--- config.mk ---
export PLATFORM = sky130hd
export DESIGN_NAME = clk_rst_gen
export DESIGN_NICKNAME = d
export VERILOG_FILES = /design/src/rtl/clk_rst_gen_pkg.sv /design/src/rtl/clk_rst_gen_rst_sync.sv /design/src/rtl/clk_rst_gen.sv
export SDC_FILE = /design/constraint.sdc
export NUM_CORES = 1
export LEC_CHECK = 0
export BUFFER_PORTS_ARGS = -buffer_cell sky130_fd_sc_hd__buf_2
export CAP_MARGIN = 5
export CORE_AREA = 4 4 41 43
export CTS_CLUSTER_SIZE = 14
export DETAILED_ROUTE_END_ITERATION = 12
export DIE_AREA = 0 0 45 47
export PLACE_DENSITY = 0.46
export SLEW_MARGIN = 20
export SYNTH_ARGS = -nofsm -noshare
export SYNTH_HDL_FRONTEND = slang
export SYNTH_SLANG_ARGS = --single-unit
--- constraint.sdc ---
create_clock -name clk_ext -period 4.2 [get_ports clk_ext]
set_clock_uncertainty 0.15 [all_clocks]
set_input_delay 0.84 -clock clk_ext [delete_from_list [all_inputs] [get_ports clk_ext]]
set_output_delay 0.84 -clock clk_ext [all_outputs]
set_load 0.02 [all_outputs]
--- src/rtl/clk_rst_gen_pkg.sv ---
// Shared types and helpers for the board clock/reset front end.
package clk_rst_gen_pkg;

  typedef enum logic [1:0] {
    REL_SYNC = 2'd0,
    REL_HOLD = 2'd1,
    REL_DONE = 2'd2
  } rel_state_e;

  function automatic int hold_cnt_width(input int len);
    return $clog2(len + 1);
  endfunction

endpackage

--- src/rtl/clk_rst_gen_rst_sync.sv ---
// Async-assert / sync-release reset synchronizer.
// Input is active-low; the output is active-high.
module clk_rst_gen_rst_sync #(
  parameter int STAGES = 2
) (
  input  logic clk_i,
  input  logic rst_n_i,
  output logic rst_o
);

  // Power-up value matches the async-reset value, so the chain starts "in reset".
  (* ASYNC_REG = "TRUE" *) logic [STAGES-1:0] sync_q = '0;

  always_ff @(posedge clk_i or negedge rst_n_i) begin
    if (!rst_n_i) begin
      sync_q <= '0;
    end else begin
      sync_q <= {sync_q[STAGES-2:0], 1'b1};
    end
  end

  assign rst_o = ~sync_q[STAGES-1];

endmodule

--- src/rtl/clk_rst_gen.sv ---
// Basys3 clock/reset front end: buffers the 100 MHz oscillator and produces a
// clean active-high reset that is released after a programmable hold.
//
//   state    | meaning
//   REL_SYNC | waiting for the synchronizer to release
//   REL_HOLD | hold counter running, rst_100m00 still high
//   REL_DONE | reset released; counter saturated
module clk_rst_gen
  import clk_rst_gen_pkg::*;
#(
  parameter int RST_LENGTH  = 10,
  parameter int SYNC_STAGES = 2,
  parameter int USE_BUFG    = 1
) (
  input  logic clk_ext,
  input  logic rst_ext,
  output logic clk_100m00,
  output logic rst_100m00
);

  localparam int CNT_W = hold_cnt_width(RST_LENGTH);
  localparam logic [CNT_W-1:0] CNT_LOAD = CNT_W'(RST_LENGTH);
  localparam logic [CNT_W-1:0] CNT_ONE  = CNT_W'(1);

  if (USE_BUFG != 0) begin : g_bufg
    (* clock_buffer_type = "BUFG" *) logic clk_buf;
    assign clk_buf    = clk_ext;
    assign clk_100m00 = clk_buf;
  end else begin : g_wire
    assign clk_100m00 = clk_ext;
  end

  logic sync_rst;

  clk_rst_gen_rst_sync #(
    .STAGES (SYNC_STAGES)
  ) u_rst_sync (
    .clk_i   (clk_100m00),
    .rst_n_i (rst_ext),
    .rst_o   (sync_rst)
  );

  // Initializers give the power-up state, identical to the async-reset state.
  rel_state_e       state_q = REL_SYNC;
  rel_state_e       state_d;
  logic [CNT_W-1:0] cnt_q   = CNT_LOAD;
  logic [CNT_W-1:0] cnt_d;
  logic             rst_q   = 1'b1;
  logic             rst_d;

  always_ff @(posedge clk_100m00 or negedge rst_ext) begin
    if (!rst_ext) begin
      state_q <= REL_SYNC;
      cnt_q   <= CNT_LOAD;
      rst_q   <= 1'b1;
    end else begin
      state_q <= state_d;
      cnt_q   <= cnt_d;
      rst_q   <= rst_d;
    end
  end

  always_comb begin
    state_d = state_q;
    cnt_d   = cnt_q;
    rst_d   = rst_q;
    unique case (state_q)
      REL_SYNC: begin
        if (!sync_rst) begin
          if (cnt_q == CNT_ONE) begin
            cnt_d   = '0;
            rst_d   = 1'b0;
            state_d = REL_DONE;
          end else begin
            cnt_d   = cnt_q - CNT_ONE;
            state_d = REL_HOLD;
          end
        end
      end
      REL_HOLD: begin
        if (cnt_q == CNT_ONE) begin
          cnt_d   = '0;
          rst_d   = 1'b0;
          state_d = REL_DONE;
        end else begin
          cnt_d = cnt_q - CNT_ONE;
        end
      end
      REL_DONE: begin
        rst_d = 1'b0;
      end
      default: begin
        state_d = REL_SYNC;
        cnt_d   = CNT_LOAD;
        rst_d   = 1'b1;
      end
    endcase
  end

  assign rst_100m00 = rst_q;

endmodule

==> flow_summary_export.csv <==
group,metric,value,unit
clocking,cts_tree,"yes",
placement,place.port_buffers,3,
floorplan,rows,13,
routing,drt-initial-drc-count,2,
critical_path,worstSetupPathType,"clock port to output pin",
pwr,switching_share,35.9,%
routing,drcViolationCount,0,
clocking,post_cts_buffers,0,
critical_path,critPathRequiredTime,3210,ps
routing,drt-vias-per-instance,4.93,
critical_path,arrival,2480,ps
routing,met3_length,46,um
clocking,ctsHoldBuffers,0,
pwr,power_frac_seq,39.2,%
floorplan,io_pins,4,
hold_path,hold_class,"primary input to async pin",
synthesis,ys_seq_elements,9,
placement,dp_slack,975,ps
clocking,clk_latency,370,ps
cells_and_area,layout_common_cells,"6 x clkbuf_4, 6 x dfrtp_1",
grt,grt_pass1_vias,295,
pwr,vdd_drop_max,275,uV
floorplan,floorplan.initialDensity,31.4,%
synthesis,synth_cell_type_count,20,
cells_and_area,final_layout_size_suffix_gt1_share,38.6,%
synthesis,syn_inst,35,
synthesis,syn-num-nets,39,
timing,postLayoutSetupSlackWorst,731,ps
timing,setup_viol,0,
grt,antenna_found_initial,0,
pwr,power.switching,0.149,mW
critical_path,crit_top_cell,"clkbuf_4",
routing,met1_length,330,um
pwr,p_per_area,855,nW/um^2
critical_path,cp_slowest_cell,"buf_2",
cells_and_area,final_util,37.2,%
routing,drt_wl_total,737,um
timing,slew_viol_final,0,
routing,dr.pass1.iters,2,
routing,wl_met2,336,um
cells_and_area,syn2layout_area_growth,18.3,%
critical_path,start_kind,"clock port",
timing,setup_tns,0,ps
critical_path,cp_cell_sequence,"clkbuf_4 > clkbuf_4 > buf_2",
routing,top_layer,"met4",
synthesis,yosysWarningCount,0,
floorplan,die-area,2120,sq um
clocking,ctsResizeCount,0,
cells_and_area,fillers,143,
job,drv_cap,0,
grt,grt_max_degree,10,
floorplan,core,1300,sq um
placement,place_hpwl,535,um
critical_path,cp_top_family,"buffers and inverters",
pwr,clkPwrFrac,31.9,%
timing,hold_ws,156,ps
grt,grt_pass1_wl,1.21,mm
pwr,cell_internal_pwr,0.265,mW
pwr,cellLeakagePower,0.218,nW
routing,antenna_left,0,
routing,wl_per_cell,12.5,um
cells_and_area,diodes,0,
critical_path,path_buf_inv,3,
critical_path,critPathMaxFanout,2,
grt,overflow,0,
placement,place_congestion,0.749,
grt,grt_usage,9.08,%
synthesis,ys_seq_area_share,56.0,%
status,outcome,"completed",
critical_path,cpPeakStageDelay,150,ps
clocking,clkTransAtPathRegs,60,ps
critical_path,worstSetupEndpointType,"output pin",
synthesis,avgSynthCellArea,11.7,sq um
floorplan,die_h,47,um
routing,vias,291,
timing,rsz0062_at_grt,"false",
synthesis,netlist_area,409,sq um
cells_and_area,nets,49,
pwr,comb_power_share,28.9,%
timing,hold_viol_final,0,
floorplan,die_w,45,um
## kinds of logic (layout without fill, tap and decap cells)
kind of cell,Yosys count,in the layout,share of synthesized area [%]
compound gates,11,11,18.0
simple gates,7,7,11.6
other cells,1,1,0.917
mux,1,1,2.75
buf+inv,4,13,4.59
flops,9,9,56.0
fa+ha+maj,2,2,6.12
## layer usage
layer,global-route usage (%),vias to the layer above
met3,4.98,2
met1,9.32,141
met5,0,-
met2,11.6,7
met4,11.7,0
li1,-,141
## cell type report
class | count | area [sq um] | area share, %
timing repair buffer | 2 | 10.0 | 2.07
tap | 15 | 18.8 | 3.88
inverter | 3 | 11.3 | 2.33
multi-input combinational | 22 | 161 | 33.3
sequential | 9 | 229 | 47.3
clock buffer | 8 | 53.8 | 11.1
## synthesized netlist by cell type
master    instances  area share, %
dfrtp_1           6             37
a21oi_1           3            3.7
dfstp_2           3             19
inv_1             3            2.8
o21ai_0           3            3.7
ha_1              2            6.1
or2_2             2            3.1
a22o_1            1            2.1
a22o_2            1            2.4
a32oi_1           1            2.1
buf_4             1            1.8
conb_1            1           0.92
mux2_2            1            2.8
nor2_1            1           0.92
nor3_1            1            1.2
nor3b_2           1            3.1
o311ai_1          1            2.1
o31ai_1           1            1.8
or2b_1            1            1.8
or3_1             1            1.5
## power by group through the flow
stage	registers, mW	clock network [mW]	logic [mW]
floorplan	0.162	0.0278	0.0890
global placement	0.162	0.0222	0.116
detailed placement	0.163	0.0222	0.121
CTS	0.162	0.137	0.122
global route	0.167	0.142	0.136
finish	0.162	0.132	0.120
## worst paths after layout
path / slack [ps] / cells after the start / endpoint / start
min in group clk_ext: 210 / 0 / u_rst_sync.sync_q[1] / u_rst_sync.sync_q[0]
max in group asynchronous: 3500 / 1 / cnt_q[1] / rst_ext
hold / removal: 160 / 1 / state_q[1] / rst_ext
setup / recovery: 730 / 3 / clk_100m00 / clk_ext
hold reg to reg: 210 / 0 / u_rst_sync.sync_q[1] / u_rst_sync.sync_q[0]
setup reg to reg: 2580 / 5 / cnt_q[0] / cnt_q[1]
## state kept, by name, indices dropped and copies added, names as in the netlist
signal	count
cnt_q	4
rst_100m00	1
u_rst_sync.sync_q	2
state_q	2
## metrics by stage
step	cells	total power, mW	cell area [sq um]
global route	59	0.446	484
finish	59	0.414	484
global placement	52	0.301	435
floorplan	35	0.279	409
CTS	59	0.421	484
detailed placement	52	0.307	435
Power figures use the tool's default switching activity.
